--- src/rtl/onehot_line_sequencer_pkg.sv ---
// Shared encodings for the one-hot line sequencer: request modes and FSM states.
package onehot_line_sequencer_pkg;

  // Request mode encodings carried on the mode port.
  localparam logic [1:0] MODE_LEVEL = 2'b00;
  localparam logic [1:0] MODE_PULSE = 2'b01;
  localparam logic [1:0] MODE_SCAN  = 2'b10;
  localparam logic [1:0] MODE_RSVD  = 2'b11;  // decoded as LEVEL

  typedef enum logic [1:0] {
    ST_IDLE,
    ST_LEVEL,
    ST_PULSE,
    ST_SCAN
  } state_e;

endpackage : onehot_line_sequencer_pkg

--- src/rtl/onehot_decoder.sv ---
// Combinational index-to-one-hot decoder with an enable; all zeros when disabled.
module onehot_decoder #(
  parameter int unsigned SEL_W = 3
) (
  input  logic [SEL_W-1:0]      sel_i,
  input  logic                  en_i,
  output logic [(2**SEL_W)-1:0] line_o
);

  // Set exactly one bit when enabled.
  always_comb begin
    line_o = '0;
    if (en_i) begin
      line_o[sel_i] = 1'b1;
    end
  end

endmodule : onehot_decoder

--- src/rtl/onehot_line_sequencer.sv ---
// Registered one-hot line driver with LEVEL hold, timed PULSE and full-ring SCAN modes.
module onehot_line_sequencer
  import onehot_line_sequencer_pkg::*;
#(
  parameter int unsigned SEL_W      = 3,
  parameter int unsigned DWELL_W    = 8,
  parameter bit          ACTIVE_LOW = 1'b0
) (
  input  logic                  clk,
  input  logic                  rst_n,
  input  logic                  ena,
  input  logic [1:0]            mode,
  input  logic                  in_valid,
  output logic                  in_ready,
  input  logic [SEL_W-1:0]      in_sel,
  input  logic [DWELL_W-1:0]    in_dwell,
  output logic [(2**SEL_W)-1:0] out_line,
  output logic [SEL_W-1:0]      out_idx,
  output logic                  busy,
  output logic                  done
);

  localparam int unsigned OUT_W = 2**SEL_W;
  // Lines still to be visited after the first one of a scan.
  localparam logic [SEL_W:0] StepsM1 = (SEL_W + 1)'(OUT_W - 1);

  state_e             state_q, state_d;
  logic [OUT_W-1:0]   line_q, line_d;
  logic [SEL_W-1:0]   idx_q, idx_d;
  logic               busy_q, busy_d;
  logic               done_q, done_d;
  logic [DWELL_W-1:0] dwell_cnt_q, dwell_cnt_d;
  logic [DWELL_W-1:0] dwell_rl_q, dwell_rl_d;
  logic [SEL_W:0]     step_cnt_q, step_cnt_d;

  logic               accept;
  logic [DWELL_W-1:0] req_dwell_m1;

  assign in_ready = ena & ((state_q == ST_IDLE) | (state_q == ST_LEVEL));
  assign accept   = in_valid & in_ready;
  // A dwell of zero behaves as one cycle.
  assign req_dwell_m1 = (in_dwell == '0) ? '0 : in_dwell - 1'b1;

  // Next-state, counter and done logic; priority is ena low over accept over sequencing.
  always_comb begin
    state_d     = state_q;
    idx_d       = idx_q;
    dwell_cnt_d = dwell_cnt_q;
    dwell_rl_d  = dwell_rl_q;
    step_cnt_d  = step_cnt_q;
    done_d      = 1'b0;

    if (!ena) begin
      state_d     = ST_IDLE;
      dwell_cnt_d = '0;
      step_cnt_d  = '0;
    end else if (accept) begin
      idx_d       = in_sel;
      dwell_rl_d  = req_dwell_m1;
      dwell_cnt_d = req_dwell_m1;
      step_cnt_d  = '0;
      case (mode)
        MODE_PULSE: begin
          state_d = ST_PULSE;
          done_d  = (req_dwell_m1 == '0);
        end
        MODE_SCAN: begin
          state_d    = ST_SCAN;
          step_cnt_d = StepsM1;
          done_d     = (req_dwell_m1 == '0) && (StepsM1 == '0);
        end
        default: begin
          state_d     = ST_LEVEL;
          dwell_cnt_d = '0;
        end
      endcase
    end else begin
      unique case (state_q)
        ST_PULSE: begin
          if (dwell_cnt_q == '0) begin
            state_d = ST_IDLE;
          end else begin
            dwell_cnt_d = dwell_cnt_q - 1'b1;
            done_d      = (dwell_cnt_q == DWELL_W'(1));
          end
        end
        ST_SCAN: begin
          if (dwell_cnt_q == '0) begin
            if (step_cnt_q == '0) begin
              state_d = ST_IDLE;
            end else begin
              // Index width wraps OUT_W-1 back to 0 naturally.
              idx_d       = idx_q + 1'b1;
              step_cnt_d  = step_cnt_q - 1'b1;
              dwell_cnt_d = dwell_rl_q;
              done_d      = (step_cnt_q == (SEL_W + 1)'(1)) && (dwell_rl_q == '0);
            end
          end else begin
            dwell_cnt_d = dwell_cnt_q - 1'b1;
            done_d      = (dwell_cnt_q == DWELL_W'(1)) && (step_cnt_q == '0);
          end
        end
        ST_IDLE, ST_LEVEL: begin
        end
        default: begin
          state_d = ST_IDLE;
        end
      endcase
    end
  end

  // Lines for the coming cycle are decoded from the next index and next state.
  onehot_decoder #(
    .SEL_W (SEL_W)
  ) u_decoder (
    .sel_i  (idx_d),
    .en_i   (state_d != ST_IDLE),
    .line_o (line_d)
  );

  assign busy_d = (state_d == ST_PULSE) || (state_d == ST_SCAN);

  // State and output registers with synchronous active-low reset.
  always_ff @(posedge clk) begin
    if (!rst_n) begin
      state_q     <= ST_IDLE;
      line_q      <= '0;
      idx_q       <= '0;
      busy_q      <= 1'b0;
      done_q      <= 1'b0;
      dwell_cnt_q <= '0;
      dwell_rl_q  <= '0;
      step_cnt_q  <= '0;
    end else begin
      state_q     <= state_d;
      line_q      <= line_d;
      idx_q       <= idx_d;
      busy_q      <= busy_d;
      done_q      <= done_d;
      dwell_cnt_q <= dwell_cnt_d;
      dwell_rl_q  <= dwell_rl_d;
      step_cnt_q  <= step_cnt_d;
    end
  end

  assign out_line = line_q ^ {OUT_W{ACTIVE_LOW}};
  assign out_idx  = idx_q;
  assign busy     = busy_q;
  assign done     = done_q;

endmodule : onehot_line_sequencer

--- config.mk ---
export PLATFORM = sky130hd
export DESIGN_NAME = onehot_line_sequencer
export DESIGN_NICKNAME = d
export VERILOG_FILES = /design/src/rtl/onehot_line_sequencer_pkg.sv /design/src/rtl/onehot_decoder.sv /design/src/rtl/onehot_line_sequencer.sv
export SDC_FILE = /design/constraint.sdc
export NUM_CORES = 1
export LEC_CHECK = 0
export CORE_MARGIN = 2
export CORE_UTILIZATION = 54
export CTS_CLUSTER_DIAMETER = 30
export DETAILED_ROUTE_END_ITERATION = 6
export HOLD_SLACK_MARGIN = 0.15
export PLACE_DENSITY = 0.89
export SYNTH_ARGS = -nofsm -noshare
export SYNTH_HDL_FRONTEND = slang
export SYNTH_SLANG_ARGS = --single-unit
export TNS_END_PERCENT = 50
--- constraint.sdc ---
create_clock -name clk -period 2.7 [get_ports clk]
set_input_delay 0.27 -clock clk [delete_from_list [all_inputs] [get_ports clk]]
set_output_delay 0.27 -clock clk [all_outputs]
set_load 0.05 [all_outputs]
==> results of run 1 <==
[per-stage QoR]
stage                     cells  cell area [sq um]
after detailed placement    308               2430
after global routing        315               2517
after global placement      308               2430
after CTS                   315               2517
final                       315               2517
after floorplan             234               2095
[worst min-delay path, delay by kind of cell, from the launching register on]
kind / cells / cell delay, ns
AOI/OAI and AO/OA: 1 / 0.09
DFF: 1 / 0.36
and+or+nand+nor: 1 / 0.10
[state kept, by name, indices dropped and copies added (netlist names)]
name and count:
step_cnt_q 4, state_q 2, busy 1, out_line 8, dwell_cnt_q 8, dwell_rl_q 8, out_idx 3, done 1
[final cells by class]
type | instances | share of cell area
clock buffers | 6 | 0.03280
clock inverters | 1 | 0.001988
repair buffers | 37 | 0.1402
well taps | 48 | 0.02386
multi-input cells | 179 | 0.5094
inverters | 9 | 0.01342
flip-flops and latches | 35 | 0.2783
[layout by cell type, fill, tap and decap left out, types with 2 or more instances in the layout]
| master | synthesis | layout |
|---|---|---|
| o31a_1 | 2 | 2 |
| and2_1 | 7 | 7 |
| nor3_1 | 12 | 12 |
| a31oi_1 | 7 | 7 |
| nand3_1 | 2 | 2 |
| nand2_1 | 22 | 22 |
| nand4_1 | 4 | 4 |
| o211ai_1 | 5 | 5 |
| clkdlybuf4s50_1 | 0 | 30 |
| o21ai_0 | 12 | 12 |
| nor4_4 | 2 | 2 |
| a211o_1 | 2 | 2 |
| xor2_1 | 9 | 9 |
| o31ai_1 | 2 | 2 |
| nand3b_1 | 3 | 3 |
| ha_1 | 9 | 9 |
| nor2_1 | 10 | 10 |
| nor2b_1 | 8 | 8 |
| a21oi_1 | 9 | 9 |
| inv_1 | 9 | 9 |
| nor3b_1 | 2 | 2 |
| clkbuf_8 | 0 | 6 |
| and4b_1 | 2 | 2 |
| dfxtp_1 | 35 | 35 |
| buf_4 | 0 | 7 |
| o21a_1 | 3 | 3 |
| nor4_1 | 2 | 2 |
| a22oi_1 | 7 | 7 |
| mux2i_1 | 3 | 3 |
| xnor2_1 | 6 | 6 |
[report_power, final]
part           internal [W]  switching [W]  total [W]
registers          0.000534      0.0000218   0.000556
clock network      0.000200       0.000185   0.000385
logic              0.000111       0.000133   0.000245
[routing by layer]
layer	vias to the layer above	GRT usage	part of all wire
li1	923	-	-
met1	833	0.3471	0.45
met4	0	0.09184	0.019
met2	74	0.3888	0.46
met3	11	0.05281	0.070
met5	-	0	0
[path summary, 6_finish.rpt]
path	start	to	slack, ns	depth (start not counted)
setup reg to reg	dwell_cnt_q[0]$_SDFFE_PN0P_	dwell_cnt_q[2]$_SDFFE_PN0P_	0.36	7
hold reg to reg	dwell_rl_q[2]$_SDFFE_PN0P_	dwell_rl_q[2]$_SDFFE_PN0P_	0.58	2
setup / recovery	dwell_cnt_q[0]$_SDFFE_PN0P_	dwell_cnt_q[2]$_SDFFE_PN0P_	0.36	7
hold / removal	dwell_rl_q[2]$_SDFFE_PN0P_	dwell_rl_q[2]$_SDFFE_PN0P_	0.58	2
[cells by family (layout without fill, tap and decap cells)]
family / count (synthesis) / in the layout / synth area share
DFF: 35 / 35 / 0.3345
buffers and inverters: 20 / 53 / 0.05316
AOI/OAI and AO/OA: 63 / 63 / 0.2174
adders and majority gates: 9 / 9 / 0.05376
and+or+nand+nor: 88 / 88 / 0.2587
xor gates and xnor gates: 15 / 15 / 0.06273
muxes: 4 / 4 / 0.01971
==> key figures, run 1 <==
Synthesis
  • Largest cells by area after synthesis: dfxtp_1 33%, ha_1 5.4%, nand2_1 3.9%, xor2_1 3.8%, nor3_1 2.9%
  • Synth Warn #: 0
  • Main synth FF type: dfxtp_1
  • Number of synthesized flops with an enable pin: 0
  • Asr flop ratio synth: 0
  • Avg Inst Size Synth: slightly below 9 sq um
  • Share of the synthesized area in the top cell type: 0.3345
  • Seq/Total Area, Yosys: 0.3345
  • Largest area contributor in the netlist: dfxtp_1
  • Netlist Area Pre-Place: 2095 sq um
  • Most common cell in the netlist: dfxtp_1
  • Commonest cells post-synth: 35 x dfxtp_1, 22 x nand2_1, 12 x nor3_1, 12 x o21ai_0, 10 x nor2_1
  • Library cells used by synthesis: 58
  • Synth Register Bits: 35
  • Syn Inst Count: 234
  • Mapped Nets: 260

Clock tree
  • H-Tree Depth: 2
  • CTS tree: built
  • CTS Buf Count: 5
  • Longest Clk Path Bufs: 2
  • Hold buffers post-CTS: 0
  • Post_cts resized: 0
  • Clk sinks: 35
  • Postcts setup bufs: 0
  • Root buffer cell: clkbuf_8
  • Skew-Pair Late Insertion Delay: a little under 0.3 ns
  • Clock transition at path regs: 0.07 ns

Min path
  • Hold WC Path Type: register to register

Finish
  • N_diodes: 0
  • Reg area: 700.7 sq um
  • Layout area overhead: 20.19%
  • Filler instances: a little under 300
  • Multi-input gate area: between 1000 and 1500 sq um
  • Nets: 293
  • Final core occ: 0.6825
  • Share of cells above drive strength 1: 0.1124

Floorplanning
  • Num ports: 31
  • Starting Density: 0.5678
  • Row cnt: 22
  • Die height: around 66 um
  • Full die area: 4393 sq um
  • Die W: between 60 and 70 um
  • Core area: 3689 sq um

Timing
  • Worst-Margin Slew: 0.5261 ns
  • Final setup violation count: 0
  • Crit path time final: 2.343 ns
  • Slew headroom: 0.6485
  • Setup WS post-layout: approximately 0.36 ns
  • Crit share post-route: 0.8676
  • Hold slack: 0.5841 ns
  • Hold Violations, Final: 0
  • Max frequency: 426.9 MHz
  • RSZ-0062 raised after global routing: no
  • Slew Limit Fails: 0
  • Clock Skews: 0.004382 ns
  • Setup TNS: 0 ns

Power and ir drop
  • PD cells: 471.0 nW/um^2
  • Leak: about 1 nW
  • Worst-case vdd ir drop: 377.7 uV
  • Total power: approximately 0.0012 W

Place
  • Final GP Congestion: between 0.8 and 0.9
  • DP HPWL: 3.600 mm
  • Port-buffer cells: 30
  • Placement Setup Slack: 0.3530 ns

Drt
  • DRT antenna net count: 0
  • Wire length per cell: 15.55 um
  • First-pass detailed-route iteration total: 4
  • Vias: 1841
  • Final wirelength: 4.899 mm
  • Vias per std cell: 5.844
  • DRT iter0 DRCs: 121
  • DRC: 0

Setup path
  • CP max stage delay: 0.49 ns
  • Kind of critical path: register to register
  • Delay-heaviest family, CP: simple AND/OR/NAND/NOR gates
  • Critical Path End Type: register
  • Worst Path Buf+Inv: 1
  • Startpoint types: register
  • Slowest CP cell: nor3b_1
  • Critical Path RT: 2.84 ns
  • Worst Path Max Fanout: 16
  • Crit-path cells: inv_1 -> ha_1 -> nor3b_1 -> a21boi_1 -> or2_1 -> o21ai_0 -> a31oi_1
  • Arr. time, crit path: 2.49 ns

Flow run
  • MaxCap Viol Count: 0

Global route
  • Pin count of the biggest net entering global routing: 17
  • Global route overflow: 0
  • Aggregate global-route resource usage: 0.2525
  • Vias in the first global route: 1767
  • First-pass GRT wire length: 8.411 mm
  • Initial antenna violation count: 0

Status
  • Status: finished, final reports clean
Power figures use the tool's default switching activity.
==> inputs of run 2 (changes only) <==
--- a/config.mk
+++ b/config.mk
@@ -5,12 +5,12 @@
 export SDC_FILE = /design/constraint.sdc
 export NUM_CORES = 1
 export LEC_CHECK = 0
-export CORE_MARGIN = 2
 export CORE_UTILIZATION = 54
 export CTS_CLUSTER_DIAMETER = 30
 export DETAILED_ROUTE_END_ITERATION = 6
 export HOLD_SLACK_MARGIN = 0.15
 export PLACE_DENSITY = 0.89
+export SETUP_SLACK_MARGIN = 0.1
 export SYNTH_ARGS = -nofsm -noshare
 export SYNTH_HDL_FRONTEND = slang
 export SYNTH_SLANG_ARGS = --single-unit
==> run 2 against run 1 <==
Effect of this change: clock power increased by 51%; non-clock buffer count is 2 lower; wire length rose by 8.5%; setup slack improved by 0.041 ns; cell area rose by 1.3%; via count rose by 5.1%; worst hold slack is essentially flat; final cell count shrank 0.32%; largest cell class unchanged; largest power group is now clock.
==> key figures, run 2 (synthesized netlist as in run 1, its figures left out) <==
Status
  • Status: finished, final reports clean

Floorplanning
  • Full die area: 4132 sq um (-5.9%)
  • Num ports: 31 (unchanged)
  • Die W: 64.28 um (-3.0%)
  • Row cnt: 22 (unchanged)
  • Die height: 64.28 um (-3.0%)
  • Core area: 3689 sq um (unchanged)
  • Starting Density: 0.5678 (unchanged)

Min path
  • Hold WC Path Type: register to register

Timing
  • Slew Limit Fails: 0 (unchanged)
  • Final setup violation count: 0 (unchanged)
  • Setup TNS: 0 ns (unchanged)
  • Max frequency: 434.5 MHz (+1.8%)
  • Slew headroom: 0.6278 (-0.02066)
  • Worst-Margin Slew: 0.5571 ns (+0.03093 ns)
  • Crit path time final: 2.301 ns (-0.04126 ns)
  • Setup WS post-layout: 0.3986 ns (+0.04126 ns)
  • Hold Violations, Final: 0 (unchanged)
  • Clock Skews: 0.005771 ns (+0.001390 ns)
  • RSZ-0062 raised after global routing: no
  • Crit share post-route: 0.8524 (-0.01528)

Drt
  • DRT iter0 DRCs: 157 (+30%)
  • DRT antenna net count: 0 (unchanged)
  • DRC: 0 (unchanged)
  • Vias per std cell: 6.159 (+5.4%)
  • First-pass detailed-route iteration total: 5 (+1)
  • Vias: 1934 (+5.1%)
  • Final wirelength: 5.313 mm (+8.5%)
  • Wire length per cell: 16.92 um (+8.8%)

Power and ir drop
  • PD cells: 542.7 nW/um^2 (+15%)
  • Leak: 0.9864 nW (+0.93%)
  • Worst-case vdd ir drop: 408.0 uV (+8.0%)
  • Total power: 0.001384 W (+17%)

Setup path
  • Critical Path End Type: register
  • Worst Path Buf+Inv: 1 (unchanged)
  • Delay-heaviest family, CP: simple AND/OR/NAND/NOR gates
  • Critical Path RT: 2.94 ns (+0.10 ns)
  • CP max stage delay: 0.51 ns (+0.02 ns)
  • Crit-path cells: inv_1 -> ha_1 -> nor3b_1 -> a21boi_1 -> or2_1 -> o31ai_1 -> o221a_2
  • Startpoint types: register
  • Slowest CP cell: nor3b_1
  • Arr. time, crit path: 2.55 ns (+0.06 ns)
  • Worst Path Max Fanout: 16 (unchanged)
  • Kind of critical path: register to register

Finish
  • Filler instances: 284 (-3.4%)
  • N_diodes: 0 (unchanged)
  • Final core occ: 0.6917 (+0.009158)
  • Most common cell after layout, fill and taps aside: dfxtp_1
  • Layout area overhead: 21.80%
  • Share of cells above drive strength 1: 0.1090 (-0.003337)
  • Nets: 291 (-0.68%)
  • Multi-input gate area: 1282 sq um (unchanged)
  • Reg area: 700.7 sq um (unchanged)
  • Most frequent cells in the layout: 35 x dfxtp_1, 30 x clkdlybuf4s50_1, 22 x nand2_1, 12 x nor3_1, 12 x o21ai_0

Global route
  • First-pass GRT wire length: 8.859 mm (+5.3%)
  • Aggregate global-route resource usage: 0.2812 (+0.02871)
  • Vias in the first global route: 1820 (+3.0%)
  • Pin count of the biggest net entering global routing: 17 (unchanged)
  • Initial antenna violation count: 0 (unchanged)
  • Global route overflow: 0 (unchanged)

Place
  • Port-buffer cells: 30 (unchanged)
  • Final GP Congestion: 0.8987 (+5.9%)
  • Placement Setup Slack: 0.4655 ns (+0.1125 ns)
  • DP HPWL: 3.651 mm (+1.4%)

Clock tree
  • CTS tree: built
  • Longest Clk Path Bufs: 2 (unchanged)
  • Post_cts resized: 0 (unchanged)
  • Clk sinks: 35 (unchanged)
  • Hold buffers post-CTS: 0 (unchanged)
  • Postcts setup bufs: 0 (unchanged)
  • CTS Buf Count: 5 (unchanged)
  • Clock transition at path regs: 0.07 ns (about the same)
  • H-Tree Depth: 2 (unchanged)
  • Skew-Pair Late Insertion Delay: 0.30 ns (about the same)
  • Root buffer cell: clkbuf_8

Flow run
  • MaxCap Viol Count: 0 (unchanged)
==> run 2: where the power goes <==
part           internal, W  leakage (nW)  switching, W  total, W
combinational     0.000111         0.638      0.000136  0.000246
clock             0.000368        0.0644      0.000213  0.000582
sequential        0.000534         0.285     0.0000226  0.000557
total              0.00101         0.986      0.000372   0.00138
==> run 2: worst paths after layout <==
path	start	to	slack (ns)	cells after the start
max	dwell_cnt_q[0]$_SDFFE_PN0P_	dwell_cnt_q[1]$_SDFFE_PN0P_	0.40	7
min	dwell_rl_q[7]$_SDFFE_PN0P_	dwell_rl_q[7]$_SDFFE_PN0P_	0.58	1
max reg2reg	dwell_cnt_q[0]$_SDFFE_PN0P_	dwell_cnt_q[1]$_SDFFE_PN0P_	0.40	7
min reg2reg	dwell_rl_q[7]$_SDFFE_PN0P_	dwell_rl_q[7]$_SDFFE_PN0P_	0.58	1
==> run 2: metal layers <==
layer / wire (um) / global-route usage / up-vias
met5: 0 / 0 / -
met4: 85 / 0.08333 / 0
met3: 410 / 0.05893 / 8
met2: 2505 / 0.4474 / 85
met1: 2313 / 0.3792 / 918
li1: - / - / 923
==> run 2: cell type report <==
type	count	area share
Timing Repair Buffer	35	0.1324
Sequential cell	35	0.2746
Clock buffer	5	0.02697
Inverter	9	0.01324
Tap cell	48	0.02354
Clock inverter	3	0.02648
Multi-Input combinational cell	179	0.5027
==> run 2: through the flow <==
step                      cell area [sq um]  hold slack, ns  instances
after global routing                   2551          0.6010        314
after global placement                 2415          0.5454        306
after CTS                              2551          0.5749        314
after detailed placement               2415          0.5549        306
final                                  2551          0.5842        314
after floorplan                        2095          0.3982        234
